File: src/rtl/ppu_pipe_pkg.sv
// Shared types for the PPU pipeline-control core: NOP encoding, stage metadata
// and the per-stage update action.
package ppu_pipe_pkg;

  localparam logic [31:0] NOP_INSTR = 32'h0000_0013;

  // The control bundle travels beside this struct because its width is a
  // parameter of the core.
  typedef struct packed {
    logic [4:0] rd;
    logic       load;
    logic       valid;
  } stage_meta_t;

  localparam stage_meta_t BUBBLE_META = '{rd: 5'd0, load: 1'b0, valid: 1'b0};

  typedef enum logic [1:0] {
    ACT_HOLD,
    ACT_BUBBLE,
    ACT_SHIFT,
    ACT_LOAD
  } stage_act_e;

endpackage

File: src/rtl/ppu_pipeline_ctrl_if.sv
// Fetch, decode, redirect and stage-bundle signals of the pipeline-control core.
interface ppu_pipeline_ctrl_if #(
  parameter int XLEN       = 32,
  parameter int CTRL_W     = 32,
  parameter int NUM_STAGES = 3,
  parameter int CNT_W      = 16
);
  logic [XLEN-1:0]              Instr_In;
  logic [XLEN-1:0]              PC_Out;
  logic [XLEN-1:0]              IF_ID_Instr;
  logic                         IF_ID_Valid;
  logic [CTRL_W-1:0]            ID_Ctrl_In;
  logic                         ID_Load_Instr;
  logic [4:0]                   ID_rs1;
  logic [4:0]                   ID_rs2;
  logic [4:0]                   ID_rd;
  logic                         Branch_Taken;
  logic [XLEN-1:0]              Branch_Target;
  logic                         Ext_Stall;
  logic [NUM_STAGES*CTRL_W-1:0] Stage_Ctrl;
  logic [NUM_STAGES*5-1:0]      Stage_Rd;
  logic [NUM_STAGES-1:0]        Stage_Valid;
  logic                         Hazard_Stall;
  logic                         Flush;
  logic [CNT_W-1:0]             Stall_Count;
  logic [CNT_W-1:0]             Flush_Count;

  modport master (
    output Instr_In, ID_Ctrl_In, ID_Load_Instr, ID_rs1, ID_rs2, ID_rd,
           Branch_Taken, Branch_Target, Ext_Stall,
    input  PC_Out, IF_ID_Instr, IF_ID_Valid, Stage_Ctrl, Stage_Rd, Stage_Valid,
           Hazard_Stall, Flush, Stall_Count, Flush_Count
  );

  modport slave (
    input  Instr_In, ID_Ctrl_In, ID_Load_Instr, ID_rs1, ID_rs2, ID_rd,
           Branch_Taken, Branch_Target, Ext_Stall,
    output PC_Out, IF_ID_Instr, IF_ID_Valid, Stage_Ctrl, Stage_Rd, Stage_Valid,
           Hazard_Stall, Flush, Stall_Count, Flush_Count
  );
endinterface

File: src/rtl/ppu_stage_reg.sv
// One post-ID pipeline register: holds, takes a bubble, or captures its input.
module ppu_stage_reg
  import ppu_pipe_pkg::*;
#(
  parameter int CTRL_W = 32
) (
  input  logic              clk,
  input  logic              rst_b,
  input  stage_act_e        act,
  input  logic [CTRL_W-1:0] d_ctrl,
  input  stage_meta_t       d_meta,
  output logic [CTRL_W-1:0] q_ctrl,
  output stage_meta_t       q_meta
);

  always_ff @(posedge clk) begin
    if (!rst_b) begin
      q_ctrl <= '0;
      q_meta <= BUBBLE_META;
    end else begin
      case (act)
        ACT_BUBBLE: begin
          q_ctrl <= '0;
          q_meta <= BUBBLE_META;
        end
        ACT_SHIFT, ACT_LOAD: begin
          q_ctrl <= d_ctrl;
          q_meta <= d_meta;
        end
        default: begin
        end
      endcase
    end
  end

endmodule

File: src/rtl/ppu_pipeline_ctrl.sv
// PPU pipeline control: PC, IF/ID register, post-ID stage chain, load-use
// stall, branch flush, external freeze and saturating event counters.
module ppu_pipeline_ctrl
  import ppu_pipe_pkg::*;
#(
  parameter int              XLEN       = 32,
  parameter int              CTRL_W     = 32,
  parameter int              NUM_STAGES = 3,
  parameter logic [XLEN-1:0] RESET_PC   = '0,
  parameter int              CNT_W      = 16
) (
  input  logic clk,
  input  logic Reset,
  ppu_pipeline_ctrl_if.slave bus
);

  logic [XLEN-1:0]   pc_q;
  logic [XLEN-1:0]   ifid_instr_q;
  logic              ifid_valid_q;
  logic [CNT_W-1:0]  stall_cnt_q;
  logic [CNT_W-1:0]  flush_cnt_q;

  logic [CTRL_W-1:0] st_ctrl [NUM_STAGES];
  stage_meta_t       st_meta [NUM_STAGES];

  logic              hazard;
  logic              flush;
  logic              hz_stall;
  stage_act_e        head_act;
  stage_act_e        tail_act;
  logic [CTRL_W-1:0] entry_ctrl;
  stage_meta_t       entry_meta;

  logic [NUM_STAGES*CTRL_W-1:0] stage_ctrl_flat;
  logic [NUM_STAGES*5-1:0]      stage_rd_flat;
  logic [NUM_STAGES-1:0]        stage_valid_flat;

  function automatic logic [CNT_W-1:0] sat_inc(input logic [CNT_W-1:0] c);
    return (&c) ? c : c + CNT_W'(1);
  endfunction

  always_comb begin
    hazard = st_meta[0].valid && st_meta[0].load && (st_meta[0].rd != 5'd0) &&
             ifid_valid_q &&
             ((st_meta[0].rd == bus.ID_rs1) || (st_meta[0].rd == bus.ID_rs2));
    flush    = bus.Branch_Taken && !bus.Ext_Stall;
    hz_stall = hazard && !bus.Ext_Stall && !bus.Branch_Taken;

    head_act = ACT_LOAD;
    tail_act = ACT_SHIFT;
    if (bus.Ext_Stall) begin
      head_act = ACT_HOLD;
      tail_act = ACT_HOLD;
    end else if (flush || hz_stall) begin
      head_act = ACT_BUBBLE;
    end

    // An empty IF/ID still passes rd/load through, but never a live control bundle.
    entry_ctrl = ifid_valid_q ? bus.ID_Ctrl_In : '0;
    entry_meta = '{rd: bus.ID_rd, load: bus.ID_Load_Instr, valid: ifid_valid_q};
  end

  always_ff @(posedge clk) begin
    if (!Reset) begin
      pc_q         <= RESET_PC;
      ifid_instr_q <= XLEN'(NOP_INSTR);
      ifid_valid_q <= 1'b0;
      stall_cnt_q  <= '0;
      flush_cnt_q  <= '0;
    end else if (!bus.Ext_Stall) begin
      if (flush) begin
        pc_q         <= bus.Branch_Target;
        ifid_instr_q <= XLEN'(NOP_INSTR);
        ifid_valid_q <= 1'b0;
        flush_cnt_q  <= sat_inc(flush_cnt_q);
      end else if (hz_stall) begin
        stall_cnt_q  <= sat_inc(stall_cnt_q);
      end else begin
        pc_q         <= pc_q + XLEN'(4);
        ifid_instr_q <= bus.Instr_In;
        ifid_valid_q <= 1'b1;
      end
    end
  end

  for (genvar k = 0; k < NUM_STAGES; k++) begin : g_stage
    if (k == 0) begin : g_head
      ppu_stage_reg #(.CTRL_W(CTRL_W)) u_stage (
        .clk    (clk),
        .rst_b  (Reset),
        .act    (head_act),
        .d_ctrl (entry_ctrl),
        .d_meta (entry_meta),
        .q_ctrl (st_ctrl[k]),
        .q_meta (st_meta[k])
      );
    end else begin : g_tail
      ppu_stage_reg #(.CTRL_W(CTRL_W)) u_stage (
        .clk    (clk),
        .rst_b  (Reset),
        .act    (tail_act),
        .d_ctrl (st_ctrl[k-1]),
        .d_meta (st_meta[k-1]),
        .q_ctrl (st_ctrl[k]),
        .q_meta (st_meta[k])
      );
    end
  end

  always_comb begin
    stage_ctrl_flat  = '0;
    stage_rd_flat    = '0;
    stage_valid_flat = '0;
    for (int k = 0; k < NUM_STAGES; k++) begin
      stage_ctrl_flat[k*CTRL_W +: CTRL_W] = st_ctrl[k];
      stage_rd_flat[k*5 +: 5]             = st_meta[k].rd;
      stage_valid_flat[k]                 = st_meta[k].valid;
    end
  end

  assign bus.PC_Out       = pc_q;
  assign bus.IF_ID_Instr  = ifid_instr_q;
  assign bus.IF_ID_Valid  = ifid_valid_q;
  assign bus.Stage_Ctrl   = stage_ctrl_flat;
  assign bus.Stage_Rd     = stage_rd_flat;
  assign bus.Stage_Valid  = stage_valid_flat;
  assign bus.Hazard_Stall = hz_stall;
  assign bus.Flush        = flush;
  assign bus.Stall_Count  = stall_cnt_q;
  assign bus.Flush_Count  = flush_cnt_q;

endmodule

File: src/flat_wrapper.sv
// flat-port wrapper written by rule: the top's interface ports become plain ports
module ppu_pipeline_ctrl_flat import ppu_pipe_pkg::*;
#(
  parameter int              XLEN       = 32,
  parameter int              CTRL_W     = 32,
  parameter int              NUM_STAGES = 3,
  parameter logic [XLEN-1:0] RESET_PC   = '0,
  parameter int              CNT_W      = 16
)
  (clk, Reset, bus_Instr_In, bus_ID_Ctrl_In, bus_ID_Load_Instr, bus_ID_rs1, bus_ID_rs2, bus_ID_rd, bus_Branch_Taken, bus_Branch_Target, bus_Ext_Stall, bus_PC_Out, bus_IF_ID_Instr, bus_IF_ID_Valid, bus_Stage_Ctrl, bus_Stage_Rd, bus_Stage_Valid, bus_Hazard_Stall, bus_Flush, bus_Stall_Count, bus_Flush_Count);
  ppu_pipeline_ctrl_if #(.XLEN(XLEN), .CTRL_W(CTRL_W), .NUM_STAGES(NUM_STAGES), .CNT_W(CNT_W)) bus_i ();
  input  logic clk;
  input  logic Reset;
  input wire logic [$bits(bus_i.Instr_In)-1:0] bus_Instr_In;
  input wire logic [$bits(bus_i.ID_Ctrl_In)-1:0] bus_ID_Ctrl_In;
  input wire logic [$bits(bus_i.ID_Load_Instr)-1:0] bus_ID_Load_Instr;
  input wire logic [$bits(bus_i.ID_rs1)-1:0] bus_ID_rs1;
  input wire logic [$bits(bus_i.ID_rs2)-1:0] bus_ID_rs2;
  input wire logic [$bits(bus_i.ID_rd)-1:0] bus_ID_rd;
  input wire logic [$bits(bus_i.Branch_Taken)-1:0] bus_Branch_Taken;
  input wire logic [$bits(bus_i.Branch_Target)-1:0] bus_Branch_Target;
  input wire logic [$bits(bus_i.Ext_Stall)-1:0] bus_Ext_Stall;
  output wire logic [$bits(bus_i.PC_Out)-1:0] bus_PC_Out;
  output wire logic [$bits(bus_i.IF_ID_Instr)-1:0] bus_IF_ID_Instr;
  output wire logic [$bits(bus_i.IF_ID_Valid)-1:0] bus_IF_ID_Valid;
  output wire logic [$bits(bus_i.Stage_Ctrl)-1:0] bus_Stage_Ctrl;
  output wire logic [$bits(bus_i.Stage_Rd)-1:0] bus_Stage_Rd;
  output wire logic [$bits(bus_i.Stage_Valid)-1:0] bus_Stage_Valid;
  output wire logic [$bits(bus_i.Hazard_Stall)-1:0] bus_Hazard_Stall;
  output wire logic [$bits(bus_i.Flush)-1:0] bus_Flush;
  output wire logic [$bits(bus_i.Stall_Count)-1:0] bus_Stall_Count;
  output wire logic [$bits(bus_i.Flush_Count)-1:0] bus_Flush_Count;
  assign bus_i.Instr_In = bus_Instr_In;
  assign bus_i.ID_Ctrl_In = bus_ID_Ctrl_In;
  assign bus_i.ID_Load_Instr = bus_ID_Load_Instr;
  assign bus_i.ID_rs1 = bus_ID_rs1;
  assign bus_i.ID_rs2 = bus_ID_rs2;
  assign bus_i.ID_rd = bus_ID_rd;
  assign bus_i.Branch_Taken = bus_Branch_Taken;
  assign bus_i.Branch_Target = bus_Branch_Target;
  assign bus_i.Ext_Stall = bus_Ext_Stall;
  assign bus_PC_Out = bus_i.PC_Out;
  assign bus_IF_ID_Instr = bus_i.IF_ID_Instr;
  assign bus_IF_ID_Valid = bus_i.IF_ID_Valid;
  assign bus_Stage_Ctrl = bus_i.Stage_Ctrl;
  assign bus_Stage_Rd = bus_i.Stage_Rd;
  assign bus_Stage_Valid = bus_i.Stage_Valid;
  assign bus_Hazard_Stall = bus_i.Hazard_Stall;
  assign bus_Flush = bus_i.Flush;
  assign bus_Stall_Count = bus_i.Stall_Count;
  assign bus_Flush_Count = bus_i.Flush_Count;
  ppu_pipeline_ctrl #(.XLEN(XLEN), .CTRL_W(CTRL_W), .NUM_STAGES(NUM_STAGES), .RESET_PC(RESET_PC), .CNT_W(CNT_W)) u_core (.clk(clk), .Reset(Reset), .bus(bus_i));
endmodule
File: config.mk
export PLATFORM = sky130hd
export DESIGN_NAME = ppu_pipeline_ctrl_flat
export DESIGN_NICKNAME = d
export VERILOG_FILES = /design/src/rtl/ppu_pipe_pkg.sv /design/src/rtl/ppu_pipeline_ctrl_if.sv /design/src/rtl/ppu_stage_reg.sv /design/src/rtl/ppu_pipeline_ctrl.sv /design/src/flat_wrapper.sv
export SDC_FILE = /design/constraint.sdc
export NUM_CORES = 1
export LEC_CHECK = 0
export BUFFER_PORTS_ARGS = -buffer_cell sky130_fd_sc_hd__buf_2
export CAP_MARGIN = 20
export CELL_PAD_IN_SITES_DETAIL_PLACEMENT = 1
export CELL_PAD_IN_SITES_GLOBAL_PLACEMENT = 1
export CORE_ASPECT_RATIO = 0.75
export CORE_MARGIN = 2
export CORE_UTILIZATION = 36
export CTS_CLUSTER_SIZE = 10
export DETAILED_ROUTE_END_ITERATION = 6
export PLACE_DENSITY = 0.84
export RECOVER_POWER = 100
export SYNTH_ARGS = -nofsm -noshare
export SYNTH_HDL_FRONTEND = slang
export SYNTH_HIERARCHICAL = 1
export SYNTH_SLANG_ARGS = --single-unit
File: constraint.sdc
create_clock -name clk -period 2.7 [get_ports clk]
set_input_delay 0.54 -clock clk [delete_from_list [all_inputs] [get_ports clk]]
set_output_delay 0.54 -clock clk [all_outputs]
set_load 0.01 [all_outputs]
---- Yosys cells after proc, flatten, opt, wreduce, memory -nomap -nowiden ----
Index checks and enable logic that the tools add are counted.
storage, ports and cells
  register bits ........................... 213
  bits in latches ......................... 0
  bits in writable memories ............... 0
  memory bits (read-only) ................. 0
  output and inout bits ................... 213
  word-level logic and storage cells ...... 69
  memories kept ........................... 0
operators by class
  add/sub/neg operators ................... 3
  multipliers ............................. 0
  divide/modulo/power cells ............... 0
  $lt $le $gt $ge ......................... 0
  equal/unequal tests ..................... 9
  shifts and indexed selects .............. 0
  mux-type cells .......................... 16
  bitwise operators ....................... 4
  reductions and logical operators ........ 21
operators by type and width
  cell                   number
  $pmux 32 s2            3
  $mux 32                5
  $pmux 7 s2             3
  $add 16x1->16 const B  2
  $add 32x3->32 const B  1
  $reduce_and 16->1      2
  $eq 5x5->1             2
  $eq 2x2->1 const B     4
  $logic_and 1x1->1      7
  $mux 2                 3
  $reduce_bool 5->1      1
  $eq 2x1->1 const B     2
  $not 1->1              4
  $reduce_and 4->1       1
  $reduce_bool 2->1      2
  $reduce_or 2->1        2
  $reduce_and 3->1       1
  $logic_not 1->1        2
  $logic_or 1x1->1       2
  $mux 1                 2
  $ne 2x1->1 const B     1
  $reduce_and 2->1       1

---- Depth between registers and ports, before layout ----
Gate-level depths: netlist of the first run.
  depth in word-level cells ............... 12
  depth in mapped cells ................... 10
  mapped depth without buffers ............ 7

---- Cells and area by module ----
Netlist of the first run, hierarchy kept.
by module, submodules not included
  module             instances  cells each  area each (sq um)  sequential area each (sq um)
  ppu_pipeline_ctrl  1          568         4832.1             1941.9
  ppu_stage_reg      3          173         1497.7             780.7

---- Worst setup path before layout of the first run ----
No wires, ideal clock.
  kind .................................... input -> register
  start ................................... input bus_ID_rs2[4]
  end ..................................... register u_core.g_stage[0].g_head.u_stage.q_ctrl[14]
  arrival time ............................ 1.985 ns
  required time ........................... 2.631 ns
  path slack .............................. 0.647 ns
  stages on the path ...................... 10
  path buffers ............................ 3
  cell sequence ........................... xnor2_1 nand3_1 o22a_1 buf_2 nor2_2 nor2_1 nand2b_1 buf_2 buf_6 o21ai_1
on the way
  word-level cells in the longest chain between the ends .. 11
ends and longest elaborated chain
  what                                              RTL line                 RTL
  start: declaration                                flat_wrapper.sv:18       input wire logic [$bits(bus_i.ID_rs2)-1:0] bus_ID_rs2;
  $eq 5x5->1 *                                      ppu_pipeline_ctrl.sv:45  ((st_meta[0].rd == bus.ID_rs1) || (st_meta[0].rd == bus.ID_rs2));
  $logic_or 1x1->1 *                                ppu_pipeline_ctrl.sv:45
  $logic_and 1x1->1 *                               ppu_pipeline_ctrl.sv:44  ifid_valid_q &&
  $logic_and 1x1->1 * (2 in a row)                  ppu_pipeline_ctrl.sv:47  hz_stall = hazard && !bus.Ext_Stall && !bus.Branch_Taken;
  $logic_or 1x1->1 *                                ppu_pipeline_ctrl.sv:54  end else if (flush || hz_stall) begin
  $mux 2 *                                          ppu_pipeline_ctrl.sv:54
  $mux 2 *                                          ppu_pipeline_ctrl.sv:51  if (bus.Ext_Stall) begin
  named net u_core.head_act[1]                      ppu_pipeline_ctrl.sv:29  stage_act_e head_act;
  $eq 2x2->1                                        ppu_stage_reg.sv:21      case (act)
  $reduce_or 2->1                                   ppu_stage_reg.sv:21
  $pmux 32 s2 or $reduce_bool 2->1 (tied branches)  n/a
  end signal: assignment                            ppu_stage_reg.sv:27      q_ctrl <= d_ctrl;
  end: declaration                                  ppu_stage_reg.sv:12      output logic [CTRL_W-1:0] q_ctrl,
The timed path passes the listed nets; every way through them passes the cells marked *.
A chain may end at the register's enable or synchronous reset.

---- Worst setup path in the final report of the first run ----
  start ................................... register u_core/g_stage[0].g_head.u_stage/q_meta[4] (netlist name)
  end ..................................... output bus_Hazard_Stall
on the way
  word-level cells in the longest chain between the ends .. 6
ends and longest elaborated chain
  what                              RTL line                 RTL
  start: declaration                ppu_stage_reg.sv:13      output stage_meta_t q_meta
  start signal: assignment          ppu_stage_reg.sv:28      q_meta <= d_meta;
  $reduce_bool 5->1                 ppu_pipeline_ctrl.sv:43  hazard = st_meta[0].valid && st_meta[0].load && (st_meta[0].rd != 5'd0) &&
  $logic_and 1x1->1 (2 in a row)    ppu_pipeline_ctrl.sv:43
  $logic_and 1x1->1 *               ppu_pipeline_ctrl.sv:44
  $logic_and 1x1->1 * (2 in a row)  ppu_pipeline_ctrl.sv:47
  end: declaration                  flat_wrapper.sv:29       output wire logic [$bits(bus_i.Hazard_Stall)-1:0] bus_Hazard_Stall;
Every way passes the cells marked *; elsewhere a longest branch is shown, timed or not.

==> results of run 1 <==
## state kept, by name, summed over array words and instances, names as in the netlist
| signal | count |
|---|---|
| u_core/bus.IF_ID_Valid | 1 |
| u_core/bus.Stall_Count | 16 |
| u_core/g_stage.g_head.u_stage/q_meta | 7 |
| u_core/bus.IF_ID_Instr | 32 |
| u_core/g_stage.g_tail.u_stage/q_ctrl | 64 |
| u_core/g_stage.g_tail.u_stage/q_meta | 12 |
| u_core/g_stage.g_head.u_stage/q_ctrl | 32 |
| u_core/bus.PC_Out | 32 |
| u_core/bus.Flush_Count | 16 |
## metal layers
metal | track usage | up-vias | wire (µm)
met2 | 0.413 | 328 | 16300
li1 | - | 4437 | -
met1 | 0.321 | 4619 | 15400
met3 | 0.0469 | 66 | 2070
met4 | 0.0769 | 2 | 1050
met5 | 0 | - | 13
## per-stage QoR
step                 util  setup WS, ns  total power [mW]  hold slack, ns
CTS                 0.476        0.0304              6.92           0.206
floorplan               -         0.647              3.65           0.445
finish              0.464         0.112              6.82           0.227
global route        0.463        0.0343              7.08           0.217
detailed placement  0.448        0.0940              3.93           0.458
global placement    0.448         0.157              3.92           0.443
## layout make-up
cell class | instances | area, µm² | area share
multi-input cells | 781 | 4620 | 0.397
flip-flops and latches | 212 | 4250 | 0.365
repair buffers | 360 | 1610 | 0.139
clock buffers | 31 | 668 | 0.0575
well taps | 338 | 423 | 0.0364
inverters | 10 | 38.8 | 0.00334
clock inverters | 1 | 8.76 | 0.000753
diodes | 3 | 7.51 | 0.000646
## worst min path at each step
stage / from / to / slack [ns] / cells past startpoint
2_1_floorplan: u_core/g_stage[0].g_head.u_stage/q_meta[1] / u_core/g_stage[0].g_head.u_stage/q_meta[1] / 0.45 / 2
3_3_place_gp: u_core/bus.PC_Out[1] / u_core/bus.PC_Out[1] / 0.44 / 2
3_5_place_dp: u_core/g_stage[2].g_tail.u_stage/q_meta[4] / u_core/g_stage[2].g_tail.u_stage/q_meta[4] / 0.46 / 2
4_1_cts: bus_Instr_In[23] / u_core/bus.IF_ID_Instr[23] / 0.21 / 2
5_1_grt: bus_Instr_In[23] / u_core/bus.IF_ID_Instr[23] / 0.22 / 2
6_report: bus_Instr_In[23] / u_core/bus.IF_ID_Instr[23] / 0.23 / 2
## report_power, final
part,total (mW),switching (mW),leakage [nW],internal [mW]
registers,3.26,0.0707,1.72,3.19
logic,0.594,0.368,2.02,0.226
clock network,2.96,1.26,0.332,1.71
total,6.82,1.70,4.07,5.12
## what timing repair did
item                       in CTS  in global routing
gates resized for setup         6                  3
hold endpoints to repair        0                  0
setup endpoints to repair       1                  1
setup buffers                   1                  0
## placed cells by master, fill, tap and decap left out, types with 6 or more instances in the layout
master,n
a21oi_1,31
a22o_1,32
and2_1,33
and3_1,8
and4_1,7
buf_2,120
buf_4,20
clkbuf_1,215
clkbuf_16,25
clkbuf_2,7
conb_1,6
dfxtp_1,208
inv_1,9
nand2_1,45
nand2b_1,117
nand3_1,145
nand4_1,13
nor2_1,52
nor3_1,13
nor4_1,7
o21ai_0,134
o21ai_1,7
or3_1,10
xnor2_1,26
xor2_1,6
==> results by group, run 1 <==
Status
  – Status: completed

Finish
  – Filler cells: 3167
  – Layout area overhead: 25.7%
  – Layout Cells excl Fill: 1736
  – Design Area, Final: 11600 µm²
  – Layout cells sized above 1: 0.144
  – Nets: 1509

Worst setup path
  – Slowest library cell on the worst path: dfxtp_2
  – Critical Path AT: 2.05 ns
  – Slowest stage delay, CP: 0.39 ns
  – Worst setup endpoint: bus_Hazard_Stall
  – Worst-path maximum fanout: 4
  – CP startpoint kind: flop
  – Crit Path Class: reg2out
  – Worst EP required: 2.16 ns
  – CP Buf/Inv Count: 2
  – Worst r2r src: u_core/g_stage[0].g_head.u_stage/q_meta[3]
  – Reg-to-reg setup timing slack: 0.14 ns
  – Cells on worst reg2reg path: 8
  – Cell Chain, Critical Path: buf_4 > xnor2_1 > nand2_1 > o22a_2 > nor2_4 > clkbuf_2
  – CP Capture Type: primary output
  – Crit. path cell count: 6
  – Worst Setup SP: u_core/g_stage[0].g_head.u_stage/q_meta[4]
  – CP top delay family: flip-flops
  – R2r endpoint: u_core/bus.PC_Out[4]

Route
  – Detailed Route WL: 34800 µm
  – DRC violations left: 0
  – Vias after detailed routing: 9452
  – Avg WL per Cell: 20.1 µm
  – DRT iter0 DRCs: 590
  – DR vias/cell: 5.44
  – DRT Pass-1 Iters: 5
  – Post-route ant nets: 0

Place
  – Placed cells: 1699
  – Port buffer count: 328
  – Placed Area: 11200 µm²
  – HPWL after DPL: 24800 µm
  – GP Congestion: 0.851

Die
  – Rows: 50
  – Die Footprint: 27000 µm²
  – Die width: 189 µm
  – Core Area: 25100 µm²
  – Starting Density: 0.369
  – IO Pins: 329
  – Die height: 143 µm

STA
  – Relative slew slack: 0.351
  – Post-route minimum period: 2.59 ns
  – Final count of hold timing violations: 0
  – Worst Tran Pin Value: 0.973 ns
  – Fin. max-slew vios: 0
  – Period utilization: 0.958
  – RSZ-0062 raised after global routing: false
  – Final TNS setup: 0 ns
  – Final setup viols: 0
  – Max Clk Rate: 386 MHz
  – Clk_skew: 0.0159 ns

Synthesis
  – Cells after synthesis: 1079
  – Ys Warns: 6
  – Synthesized area per cell: 8.58 µm²
  – Post-Syn Area: 9250 µm²

Clock tree
  – Clk slew on worst S/H paths: 0.06 ns
  – Clock root buffer: clkbuf_16
  – CTS tree: done
  – Total CTS buffers: 25
  – Hold-fix buffers, CTS: 0
  – H-tree levels: 1
  – CTS max path bufs: 3
  – Clock latency on the worst-skew pair: 0.52 ns
  – Num Clock Sinks: 212

Global route
  – Largest net degree at the start of global routing: 81
  – Global-route wire length before repair: 53400 µm
  – Initial antenna violation count: 3
  – Gr usage total: 0.246
  – Grt total ovfl: 0
  – Vias in the first global route: 9504

Worst hold path
  – Hold Crit Class: in2reg

Pwr
  – Power Density: 587 nW/µm²
  – VDD IR-drop max: 0.423 mV
  – Static leakage: 4.07 nW

Job
  – Max-cap viol count: 0
(Power assumes the default switching activity.)
==> inputs of run 2 (changes only) <==
==> constraint.sdc (replaced) <==
create_clock -name clk -period 2.4 [get_ports clk]
set_input_delay 0.48 -clock clk [delete_from_list [all_inputs] [get_ports clk]]
set_output_delay 0.48 -clock clk [all_outputs]
set_load 0.01 [all_outputs]
==> run 2 against run 1 <==
  * Routed wire length is 5.5% higher
  * Final cell count is 2.0% higher
  * Register-to-register slack worse by 0.10 ns
  * Utilization is 1.9 points higher
  * Die area stayed put
  * Global-route usage is 0.41 points higher
  * First-iteration DRC count is 5.6% lower
  * Sequential cell count stayed put
  * Count of clock-buffer cells in the layout is 1 higher
  * Total power is 14% higher
  * Sequential power is 13% higher
  * Sequential share of layout area is 1.4 points lower
  * Largest cell class unchanged
==> results by group, run 2 (synthesis results as in run 1) <==
Status
  – Status: completed

Worst setup path
  – Slowest library cell on the worst path: or4_4
  – Cell Chain, Critical Path: or4_4 > o21ai_4 > nand2b_4 > nor2_4 > buf_6
  – CP Buf/Inv Count: 1
  – Worst-path maximum fanout: 2
  – Slowest stage delay, CP: 0.55 ns
  – Worst EP required: 1.92 ns
  – CP top delay family: simple AND/OR/NAND/NOR gates
  – CP Capture Type: primary output
  – CP startpoint kind: flop
  – Critical Path AT: 1.92 ns
  – Crit Path Class: reg2out

Finish
  – Nets: 1542
  – Layout cells sized above 1: 0.178
  – Commonest non-fill, non-tap cell in the layout: clkbuf_1
  – Design Area, Final: 12100 µm²
  – Most frequent cells in the layout: clkbuf_1 (213), dfxtp_1 (208), nand3_1 (142), buf_2 (124), o21ai_0 (117)
  – Layout area overhead: 30.8%
  – Largest reg by FF count: u_core/g_stage.g_tail.u_stage/q_ctrl
  – Layout Cells excl Fill: 1770
  – Flip-flop count of the largest register after layout: 64

Die
  – Die Footprint: 27000 µm²
  – Starting Density: 0.369
  – Die width: 189 µm
  – Rows: 50
  – Die height: 143 µm
  – IO Pins: 329
  – Core Area: 25100 µm²

Route
  – DR vias/cell: 5.47
  – DRC violations left: 0
  – DRT Pass-1 Iters: 5
  – DRT iter0 DRCs: 557
  – Avg WL per Cell: 20.8 µm
  – Detailed Route WL: 36800 µm
  – Post-route ant nets: 0
  – Vias after detailed routing: 9690

Clock tree
  – Total CTS buffers: 25
  – Clock latency on the worst-skew pair: 0.53 ns
  – CTS max path bufs: 3
  – Hold-fix buffers, CTS: 0
  – CTS tree: done
  – Clock root buffer: clkbuf_16
  – Num Clock Sinks: 212
  – H-tree levels: 1
  – Clk slew on worst S/H paths: 0.06 ns

Place
  – GP Congestion: 0.877
  – Port buffer count: 328
  – Placed cells: 1719
  – Placed Area: 11400 µm²
  – HPWL after DPL: 25100 µm
  – Post-place setup slack: -0.0912 ns

STA
  – Post-route minimum period: 2.40 ns
  – Clk_skew: 0.0221 ns
  – RSZ-0062 raised after global routing: true
  – Worst Tran Pin Value: 0.854 ns
  – Max Clk Rate: 417 MHz
  – Final TNS setup: 0 ns
  – Period utilization: 0.999
  – Final worst setup slack: 0.00259 ns
  – Final count of hold timing violations: 0
  – Relative slew slack: 0.431
  – Final setup viols: 0
  – Fin. max-slew vios: 0

Global route
  – Grt total ovfl: 0
  – Gr usage total: 0.250
  – Initial antenna violation count: 8
  – Global-route wire length before repair: 54100 µm
  – Largest net degree at the start of global routing: 99
  – Vias in the first global route: 9537

Pwr
  – Static leakage: 4.32 nW
  – Power Density: 641 nW/µm²
  – VDD IR-drop max: 0.474 mV

Worst hold path
  – Hold Crit Class: in2reg

Job
  – Max-cap viol count: 0
## run 2: cell types whose count changed in the layout (fill, tap and decap cells not counted), sizes merged
| cell | delta |
|---|---|
| buf | +39 |
| clkbuf | -5 |
| clkinv | -1 |
| clkinvlp | +1 |
## run 2: repair_timing
| item | 4_1_cts | 5_1_grt |
|---|---|---|
| gates resized for setup | 20 | 13 |
| hold endpoints to repair | 0 | 0 |
| cloned | 0 | 3 |
| setup endpoints to repair | 2 | 55 |
| buffers inserted | 7 | 7 |
| pin swaps | 7 | 4 |
## run 2: layout make-up
class,instances,area [µm²]
timing repair buffer,393,1970
tap,338,423
sequential,212,4250
fill,3175,13000
multi-input combinational,781,4740
antenna,3,7.51
inverter,10,38.8
clock buffer,32,662
clock inverter,1,8.76
## run 2: stage by stage
step | hold slack (ns) | total power, mW | utilization
floorplan | 0.445 | 4.11 | -
global placement | 0.441 | 4.42 | 0.456
detailed placement | 0.456 | 4.44 | 0.456
CTS | 0.150 | 7.80 | 0.488
global route | 0.153 | 8.06 | 0.482
finish | 0.163 | 7.76 | 0.482
## run 2: routing by layer
| metal | track usage | up-vias | routed length, µm |
|---|---|---|---|
| met1 | 0.326 | 4744 | 15500 |
| met4 | 0.0872 | 10 | 1280 |
| li1 | - | 4499 | - |
| met2 | 0.415 | 349 | 17500 |
| met3 | 0.0492 | 88 | 2360 |
| met5 | 0 | - | 76 |
## run 2: report_power, final
| group | switching, mW | leakage, nW | internal, mW |
|---|---|---|---|
| Combinational | 0.447 | 2.28 | 0.296 |
| Sequential | 0.0743 | 1.72 | 3.59 |
| Clock | 1.45 | 0.327 | 1.90 |
## run 2: worst paths after layout
kind / from / to / slack, ns / cells past startpoint
max: u_core/g_stage[0].g_head.u_stage/q_meta[4] / bus_Hazard_Stall / 0.003 / 5
min: bus_Instr_In[9] / u_core/bus.IF_ID_Instr[9] / 0.16 / 2
max reg2reg: u_core/g_stage[0].g_head.u_stage/q_meta[6] / u_core/bus.IF_ID_Instr[23] / 0.04 / 11
min reg2reg: u_core/bus.IF_ID_Instr[21] / u_core/bus.IF_ID_Instr[21] / 0.48 / 1
==> inputs of run 3 (changes only) <==
--- a/config.mk
+++ b/config.mk
@@ -16,6 +16,7 @@
 export DETAILED_ROUTE_END_ITERATION = 6
 export PLACE_DENSITY = 0.84
 export RECOVER_POWER = 100
+export SLEW_MARGIN = 20
 export SYNTH_ARGS = -nofsm -noshare
 export SYNTH_HDL_FRONTEND = slang
 export SYNTH_HIERARCHICAL = 1
==> constraint.sdc (replaced) <==
create_clock -name clk -period 2.4 [get_ports clk]
set_input_delay 0 -clock clk [delete_from_list [all_inputs] [get_ports clk]]
set_output_delay 0 -clock clk [all_outputs]
set_load 0.01 [all_outputs]
==> run 3 against run 2 <==
  * Setup slack improved by 0.023 ns
  * Critical endpoint is now u_core/bus.PC_Out[10]
  * Design area rose by 6.2%
  * Total power rose by 1.9%
==> results by group, run 3 (synthesis results as in run 1) <==
Clock tree
  – Clk slew on worst S/H paths: 0.07 ns
  – Clock latency on the worst-skew pair: 0.51 ns
  – Total CTS buffers: 25
  – Post-CTS setup buffers: 0
  – Num Clock Sinks: 212
  – H-tree levels: 1
  – CTS max path bufs: 3
  – Clock root buffer: clkbuf_16
  – CTS tree: done

Finish
  – Filler cells: 3082
  – Design Area, Final: 12900 µm²
  – Largest reg by FF count: u_core/g_stage.g_tail.u_stage/q_ctrl
  – Layout cells sized above 1: 0.172
  – Layout area overhead: 38.9%
  – Flip-flop count of the largest register after layout: 64
  – Most frequent cells in the layout: dfxtp_1 (211), buf_2 (166), clkbuf_1 (165), nand3_1 (144), nand2b_1 (116)
  – Nets: 1617
  – Layout Cells excl Fill: 1843
  – Commonest non-fill, non-tap cell in the layout: dfxtp_1

Worst setup path
  – Critical Path AT: 2.78 ns
  – CP Capture Type: flop
  – CP top delay family: compound AO/OA/AOI/OAI gates
  – Crit. path cell count: 7
  – Slowest stage delay, CP: 0.58 ns
  – Cells on worst reg2reg path: 7
  – Cell Chain, Critical Path: or4_4 > o21ai_4 > nor2_1 > a21oi_2 > buf_12 > a21oi_1 > a211oi_2
  – CP startpoint kind: flop
  – R2r endpoint: u_core/bus.PC_Out[10]
  – Worst-path maximum fanout: 20
  – Worst Setup SP: u_core/g_stage[0].g_head.u_stage/q_meta[3]
  – CP Buf/Inv Count: 1
  – Worst EP required: 2.80 ns
  – Crit Path Class: reg2reg
  – Slowest library cell on the worst path: or4_4
  – Reg-to-reg setup timing slack: 0.03 ns
  – Worst setup endpoint: u_core/bus.PC_Out[10]
  – Worst r2r src: u_core/g_stage[0].g_head.u_stage/q_meta[3]

Global route
  – Vias in the first global route: 10.5k
  – Initial antenna violation count: 4
  – Grt total ovfl: 0
  – Gr usage total: 0.283
  – Global-route wire length before repair: 60700 µm
  – Largest net degree at the start of global routing: 121

Place
  – Port buffer count: 328
  – Placed cells: 1706
  – Placed Area: 11300 µm²
  – HPWL after DPL: 24600 µm
  – GP Congestion: 0.872

Die
  – Die height: 143 µm
  – Core Area: 25100 µm²
  – IO Pins: 329
  – Die Footprint: 27000 µm²
  – Starting Density: 0.369
  – Die width: 189 µm
  – Rows: 50

STA
  – Fin. max-slew vios: 0
  – Period utilization: 0.990
  – Worst Tran Pin Value: 1.32 ns
  – Final TNS setup: 0 ns
  – Clk_skew: 0.0120 ns
  – RSZ-0062 raised after global routing: true
  – Relative slew slack: 0.117
  – Final count of hold timing violations: 0
  – Post-route minimum period: 2.37 ns
  – Final setup viols: 0
  – Max Clk Rate: 421 MHz

Route
  – DRT iter0 DRCs: 690
  – DR vias/cell: 5.53
  – DRC violations left: 0
  – Post-route ant nets: 0
  – Detailed Route WL: 40200 µm
  – Vias after detailed routing: 10.2k
  – DRT Pass-1 Iters: 5
  – Avg WL per Cell: 21.8 µm

Pwr
  – VDD IR-drop max: 0.448 mV
  – Combinational share of power: 0.110
  – Clk pwr share: 0.426
  – Static leakage: 4.75 nW
  – Power Total: 7.91 mW
  – Cell-internal power: 5.89 mW
  – Sw Share: 0.255
  – Psw: 2.02 mW
  – Seq pwr share: 0.464
  – Power Density: 615 nW/µm²

Job
  – Max-cap viol count: 0

Status
  – Status: completed

Worst hold path
  – Hold Crit Class: in2reg
[run 3: area by class of cell]
class / count / area (µm²) / share of cell area
diodes: 3 / 7.51 / 0.000584
repair buffers: 468 / 2820 / 0.219
well taps: 338 / 423 / 0.0329
flip-flops and latches: 212 / 4250 / 0.330
inverters: 10 / 38.8 / 0.00302
multi-input cells: 781 / 4650 / 0.362
clock buffers: 31 / 668 / 0.0520
[run 3: per-layer routing]
metal | share of wire | up-vias | GRT usage
met2 | 0.48 | 475 | 0.488
met3 | 0.069 | 125 | 0.0516
li1 | - | 4653 | -
met4 | 0.045 | 2 | 0.126
met1 | 0.41 | 4944 | 0.347
met5 | 0.00032 | - | 0
[run 3: worst min-delay path by stage]
stage,start,endpoint,cells after the start
floorplan,bus_Instr_In[0],u_core/bus.IF_ID_Instr[0],1
global placement,bus_Instr_In[1],u_core/bus.IF_ID_Instr[1],2
detailed placement,bus_Instr_In[19],u_core/bus.IF_ID_Instr[19],2
CTS,bus_Ext_Stall,u_core/bus.PC_Out[17],3
global route,bus_Branch_Taken,u_core/bus.PC_Out[21],4
finish,bus_Ext_Stall,u_core/bus.PC_Out[22],3
[run 3: power groups by stage]
| stage | combinational [mW] | clock [mW] | sequential [mW] |
|---|---|---|---|
| 6_report | 0.867 | 3.37 | 3.67 |
| 5_1_grt | 0.923 | 3.57 | 3.68 |
| 4_1_cts | 0.836 | 3.40 | 3.66 |
| 3_5_place_dp | 0.695 | 0 | 3.74 |
| 3_3_place_gp | 0.681 | 0 | 3.73 |
| 2_1_floorplan | 0.350 | 0 | 3.76 |
[run 3: worst register-to-register path, stage by stage (launching register included)]
cell	delay, ns
dfxtp_1	0.38
or4_4	0.58
o21ai_4	0.22
nor2_1	0.17
a21oi_2	0.31
buf_12	0.21
a21oi_1	0.11
a211oi_2	0.29
[run 3: per-stage QoR]
step	setup slack (ns)	util	hold slack, ns
6_report	0.0252	0.512	0.0681
3_3_place_gp	0.0392	0.451	0.204
5_1_grt	-0.0441	0.512	0.0729
3_5_place_dp	-0.0621	0.451	0.216
4_1_cts	0.0504	0.519	0.0295
2_1_floorplan	0.355	-	0.119
[run 3: timing repair]
item	CTS	global route
endpoints found under the setup margin	29	16
gates resized for setup	1	10
hold buffers	103	0
pin swaps	0	1
hold endpoints to repair	102	0
